--- src/rtl/mem_access_stage.sv ---
// MEM pipeline stage: branch/jump redirect, data-memory access over a req/ready
// handshake with a bounded wait, and the MEM/WB pipeline registers.
module mem_access_stage #(
  parameter int unsigned N       = 32,
  parameter int unsigned TIMEOUT = 15,
  parameter int unsigned TW      = 4   // must satisfy TIMEOUT < 2**TW
) (
  input  logic         clk,
  input  logic         rst,
  input  logic         regEn,
  input  logic         memRead,
  input  logic         memWrite,
  input  logic         branch,
  input  logic         jump,
  input  logic [N-1:0] NPCbranch,
  input  logic [N-1:0] ALUres,
  input  logic [N-1:0] Bout,
  input  logic         zero,
  input  logic [N-1:0] NPC4in,
  input  logic [N-1:0] ImmIN,
  output logic         dmem_req,
  output logic         dmem_we,
  output logic [N-1:0] dmem_addr,
  output logic [N-1:0] dmem_wdata,
  input  logic [N-1:0] dmem_rdata,
  input  logic         dmem_ready,
  output logic         PCsrc,
  output logic [N-1:0] PCtarget,
  output logic         stall,
  output logic         memErr,
  output logic [N-1:0] ReadData,
  output logic [N-1:0] ALUresOut,
  output logic [N-1:0] NPC4out,
  output logic [N-1:0] ImmOut
);

  typedef enum logic [1:0] {StIdle, StAccess, StDone} state_e;

  state_e        state_q, state_d;
  logic [TW-1:0] cnt_q, cnt_d;
  logic          pending;
  logic          start;
  logic          ready_hit;
  logic          abort;
  logic          wb_en;

  // Branch resolution is purely combinational and ignores the access FSM.
  always_comb begin
    PCsrc    = (branch & zero) | jump;
    PCtarget = NPCbranch;
  end

  // Access FSM next state, stall and handshake events.
  always_comb begin
    pending   = regEn & (memRead | memWrite);
    state_d   = state_q;
    cnt_d     = cnt_q;
    stall     = 1'b0;
    start     = 1'b0;
    ready_hit = 1'b0;
    abort     = 1'b0;
    unique case (state_q)
      StIdle: begin
        if (pending) begin
          stall   = 1'b1;
          start   = 1'b1;
          cnt_d   = '0;
          state_d = StAccess;
        end
      end
      StAccess: begin
        stall = 1'b1;
        if (dmem_ready) begin
          ready_hit = 1'b1;
          state_d   = StDone;
        end else begin
          cnt_d = cnt_q + 1'b1;
          if (cnt_q == TW'(TIMEOUT - 1)) begin
            abort   = 1'b1;
            state_d = StDone;
          end
        end
      end
      // Stall drops here so the held instruction retires exactly once.
      StDone: begin
        state_d = StIdle;
      end
      default: begin
        state_d = StIdle;
      end
    endcase
    wb_en = regEn & ~stall;
  end

  // FSM state and wait counter.
  always_ff @(posedge clk) begin
    if (rst) begin
      state_q <= StIdle;
      cnt_q   <= '0;
    end else begin
      state_q <= state_d;
      cnt_q   <= cnt_d;
    end
  end

  // Registered memory request; fields stay stable for the whole access.
  always_ff @(posedge clk) begin
    if (rst) begin
      dmem_req   <= 1'b0;
      dmem_we    <= 1'b0;
      dmem_addr  <= '0;
      dmem_wdata <= '0;
    end else if (start) begin
      dmem_req   <= 1'b1;
      dmem_we    <= memWrite;  // read+write together is treated as a write
      dmem_addr  <= ALUres;
      dmem_wdata <= Bout;
    end else if (ready_hit || abort) begin
      dmem_req <= 1'b0;
    end
  end

  // Sticky timeout flag, only cleared by reset.
  always_ff @(posedge clk) begin
    if (rst) begin
      memErr <= 1'b0;
    end else if (abort) begin
      memErr <= 1'b1;
    end
  end

  // Load data: captured on completion of a read, zeroed on abort or non-memory retire.
  always_ff @(posedge clk) begin
    if (rst) begin
      ReadData <= '0;
    end else if (ready_hit && !dmem_we) begin
      ReadData <= dmem_rdata;
    end else if (abort) begin
      ReadData <= '0;
    end else if (wb_en && !(memRead || memWrite)) begin
      ReadData <= '0;
    end
  end

  // Remaining MEM/WB registers advance whenever the pipeline is not stalled.
  always_ff @(posedge clk) begin
    if (rst) begin
      ALUresOut <= '0;
      NPC4out   <= '0;
      ImmOut    <= '0;
    end else if (wb_en) begin
      ALUresOut <= ALUres;
      NPC4out   <= NPC4in;
      ImmOut    <= ImmIN;
    end
  end

endmodule

--- config.mk ---
export PLATFORM = sky130hd
export DESIGN_NAME = mem_access_stage
export DESIGN_NICKNAME = d
export VERILOG_FILES = /design/src/rtl/mem_access_stage.sv
export SDC_FILE = /design/constraint.sdc
export NUM_CORES = 1
export LEC_CHECK = 0
export ABC_AREA = 1
export ABC_CLOCK_PERIOD_IN_PS = 1950
export BUFFER_PORTS_ARGS = -buffer_cell sky130_fd_sc_hd__buf_2
export CORE_AREA = 8 8 161 163
export CTS_CLUSTER_SIZE = 24
export DETAILED_ROUTE_END_ITERATION = 10
export DIE_AREA = 0 0 169 171
export PLACE_DENSITY_LB_ADDON = 0.25
export RECOVER_POWER = 25
export SKIP_CTS_REPAIR_TIMING = 1
export SLEW_MARGIN = 30
export SYNTH_ARGS = -nofsm -noshare
export SYNTH_HDL_FRONTEND = slang
export SYNTH_SLANG_ARGS = --single-unit
--- constraint.sdc ---
create_clock -name clk -period 1.95 [get_ports clk]
set_input_delay 0.2925 -clock clk [delete_from_list [all_inputs] [get_ports clk]]
set_output_delay 0.2925 -clock clk [all_outputs]
set_load 0.005 [all_outputs]
# Word level (Yosys, flattened, before mapping)
# Index checks and enable logic that the tools add are counted.
op_classes:
  eq_ne: 5
  n_bitwise: 6
  muxes: 20
  n_reduce_logical: 12
  add_sub_neg: 1
op_table:
  columns: ["operator", "count"]
  rows:
  - ["$mux W32", 3]
  - ["$mux W1", 9]
  - ["$mux W4", 2]
  - ["$pmux W4 S2", 1]
  - ["$mux W2", 3]
  - ["$add A4 B1 Y4 const B", 1]
  - ["$eq A4 B4 Y1 const B", 1]
  - ["$ne A2 B2 Y1 const B", 2]
  - ["$pmux W2 S2", 1]
  - ["$reduce_bool A2 Y1", 2]
  - ["$and A1 B1 Y1", 3]
  - ["$ne A3 B3 Y1 const B", 1]
  - ["$reduce_and A3 Y1", 1]
  - ["$reduce_bool A3 Y1", 1]
  - ["$eq A2 B1 Y1 const B", 1]
  - ["$logic_and A1 B1 Y1", 2]
  - ["$logic_not A1 Y1", 2]
  - ["$logic_not A2 Y1", 1]
  - ["$logic_or A1 B1 Y1", 2]
  - ["$or A1 B1 Y1", 2]
  - ["$pmux W1 S2", 1]
  - ["$reduce_and A2 Y1", 1]
  - ["$not A1 Y1", 1]
totals:
  out_inout_bits: 229
  inputBits: 201
  word_cells: 55
  reg_bits: 201

# Longest topological paths before layout
logic_depth:
  depth_word: 10
  mapped_depth: 8
  mapped_depth_nobuf: 8

# Worst setup path after synthesis
# No wires, ideal clock.
synth_timing:
  path_kind: "input to output"
  from: "input regEn"
  to: "output stall"
  path_stages: 5
  arrival_time_ps: 982
  setup_slack_ps: 675
  path_buffers: 3
  cell_sequence: "buf_2 > nand3_4 > buf_4 > buf_2 > nand2_1"
synth_between:
  elab_chain_len: 3
synth_rtl:
  columns: ["element", "line", "source"]
  rows:
  - ["start: declaration", "10", "input logic regEn,"]
  - ["$and A1 B1 Y1", "55", "pending = regEn & (memRead | memWrite);"]
  - ["$mux W1", "64", "if (pending) begin"]
  - ["$pmux W1 S2", "62", "unique case (state_q)"]
  - ["end: declaration", "29", "output logic stall,"]
# Every way passes these cells.

# Worst setup path in the final report
layout_timing:
  from: "register state_q[1]"
  to: "output stall"
layout_between:
  elab_chain_len: 2
  elab_cells_between_ends: 3
layout_rtl:
  columns: ["element", "line", "source"]
  rows:
  - ["start: declaration", "39", "state_e state_q, state_d;"]
  - ["start signal: assignment", "98", "state_q <= StIdle;"]
  - ["start signal: assignment", "101", "state_q <= state_d;"]
  - ["$eq A2 B1 Y1 or $logic_not A2 Y1 (tied branches)", "62", null]
  - ["$pmux W1 S2 (*)", "62", null]
# Every way passes the cells marked *; elsewhere a longest branch is shown, timed or not.

==> impl_metrics.json <==
{
  "end_kind": "output pin",
  "setup_viol_count_final": 0,
  "ios": 430,
  "p_per_area_nw_per_um2": 976.2,
  "critPathArrivalTime_ns": 1.52,
  "drive_above_1_share_pct": 29.37,
  "critPathLaunchType": "flop",
  "tightest_slew_ns": 0.4827,
  "worstPathMaxFanout": 31,
  "layout_min_cycle_time_ns": 1.813,
  "synth_warnings": 0,
  "rsz0062_at_grt": "no",
  "synth_top_family_by_area": "simple AND/OR/NAND/NOR gates",
  "outcome": "complete, no violations",
  "antenna_found_initial": 1,
  "dieWidth_um": 169,
  "die_height_um": 171,
  "grt_usage_pct": 18.31,
  "synth-seq-cells": 201,
  "drc": 0,
  "area_delta_synth_final_pct": 32.20,
  "synth_fp_nets": 1161,
  "crit_type": "reg -> out",
  "synth.area.mux_share_pct": 0,
  "hpwl_um": 19880,
  "hold_path.class": "in -> reg",
  "via_per_inst": 4.895,
  "netlist_area_um2": 7771,
  "coreArea_um2": 23260,
  "clk_latency_ns": 0.49,
  "fmax_mhz": 551.5,
  "grt_pass1_wl_um": 43140,
  "slew_violations": 0,
  "synth_cell_types": 21,
  "gr-total-overflow": 0,
  "drt-wirelength-per-cell_um": 17.94,
  "clock-root-buffer": "clkbuf_16",
  "place_congestion": 0.7638,
  "drt_wl_total_um": 28380,
  "clk_pin_slew_ns": 0.06,
  "p_leak_nw": 4.414,
  "start_util_pct": 33.41,
  "vias": 7744,
  "ys_seq_area_share_pct": 51.78,
  "critPathRequiredTime_ns": 1.66,
  "diodes": 0,
  "hold_viol": 0,
  "min_period_over_period_pct": 92.98,
  "synth_simple_gate_area_share_pct": 24.89,
  "synthAdderAreaFrac_pct": 0.3220,
  "ctsHtreeMaxLevel": 1,
  "num_rows": 56,
  "grt_max_degree": 91,
  "place.port_buffers": 365,
  "synth_compound_area_share_pct": 13.17,
  "finalPower_w": 0.01003,
  "syn_avg_cell_area_um2": 8.112,
  "die_area_um2": 28900,
  "setup_tns_ns": 0,
  "final_core_util_pct": 44.16,
  "synth-xor-area-share_pct": 0,
  "cts_tree": "yes",
  "clock_skew_ns": 0.006414,
  "vdd_ir_drop_max_v": 0.0006821,
  "drtPass1Iterations": 5,
  "grt_pass1_vias": 7644,
  "nets": 1450,
  "drv_cap": 0,
  "cts_inserted_buffers": 23,
  "drtAntennaViolNets": 0,
  "clock_sinks": 201,
  "drt-initial-drc-count": 578,
  "synth_cells": 958,
  "cts_buffer_depth": 3,
  "slew_headroom_pct": 67.82
}
-- cells by family after synthesis --
family / count (synthesis)
DFF: 201
buffers and inverters: 135
adders and majority gates: 2
AOI/OAI and AO/OA: 204
and+or+nand+nor: 416
-- through the flow --
step | hold slack [ns] | worst slack [ns] | instance area (µm²) | std cells
2_1_floorplan | 0.4355 | 0.6754 | 7771 | 958
3_3_place_gp | 0.4332 | 0.3648 | 9585 | 1539
3_5_place_dp | 0.4395 | 0.3438 | 9585 | 1539
4_1_cts | 0.01836 | 0.04992 | 10340 | 1580
5_1_grt | 0.02413 | 0.02225 | 10270 | 1582
6_report | 0.04221 | 0.1368 | 10270 | 1582
-- layout make-up --
cell class                      count  area (µm²)
Clock buffer                       35       700.7
Clock inverter                      6       55.05
Fill cell                        2430       12990
Inverter                           13       48.80
Multi-Input combinational cell    622        2995
Sequential cell                   201        4024
Tap cell                          319       399.1
Timing Repair Buffer              386        2051
-- routing by layer --
| metal | part of all wire, % | global-route usage (%) | vias to the layer above |
|---|---|---|---|
| met1 | 40 | 21.41 | 3569 |
| met3 | 11 | 7.813 | 32 |
| met5 | 0.035 | 0 | - |
| met4 | 1.8 | 4.540 | 2 |
| li1 | - | - | 3821 |
| met2 | 47 | 30.55 | 320 |
-- cell usage after synthesis (all sizes together) --
| cell | instances | area share [%] |
|---|---|---|
| ha | 2 | 0.32 |
| nand2 | 272 | 13 |
| dfxtp | 201 | 52 |
| o21ai | 3 | 0.19 |
| or2 | 1 | 0.081 |
| nand4 | 128 | 10 |
| a21o | 1 | 0.097 |
| buf | 98 | 8.1 |
| clkbuf | 24 | 1.2 |
| nand3 | 6 | 0.74 |
| inv | 13 | 0.63 |
| a21oi | 200 | 13 |
| nor2 | 9 | 0.53 |
-- path summary, 6_finish.rpt --
path                                  from        endpoint  slack [ns]  cells after the start
worst max-delay path            state_q[1]           stall        0.14                      5
worst min-delay path              Bout[28]  dmem_wdata[28]        0.04                      3
worst max register to register  state_q[1]      NPC4out[5]        0.32                      7
worst min register to register      memErr          memErr        0.45                      2
-- cells in the final DEF (no fill, tap or decap) --
master	instances
a21o_1	1
a21oi_1	200
buf_12	11
buf_2	299
buf_4	11
buf_6	1
bufinv_16	1
clkbuf_1	68
clkbuf_16	23
clkbuf_8	8
clkinv_2	5
dfxtp_1	201
ha_1	2
inv_1	10
inv_2	3
nand2_1	270
nand2_4	2
nand3_1	2
nand3_2	2
nand3_4	2
nand4_1	128
nor2_1	7
nor2_2	2
o21ai_0	3
or2_2	1
-- report_power, final --
group	switching [W]	internal, W
sequential	0.000122	0.00434
combinational	0.000761	0.000521
clock	0.00169	0.00260
total	0.00257	0.00746
-- flip-flops by register name, indices dropped and copies added (netlist names) --
name,count
ALUresOut,32
ImmOut,32
NPC4out,32
ReadData,32
cnt_q,4
dmem_addr,32
dmem_req,1
dmem_wdata,32
dmem_we,1
memErr,1
state_q,2
-- critical path: stages (launching register included) --
cell,delay [ns]
dfxtp_1,0.34
nor2_2,0.17
nand3_4,0.14
buf_12,0.20
nand2_1,0.06
buf_2,0.13
No activity file was read; power rests on OpenSTA's default activity.
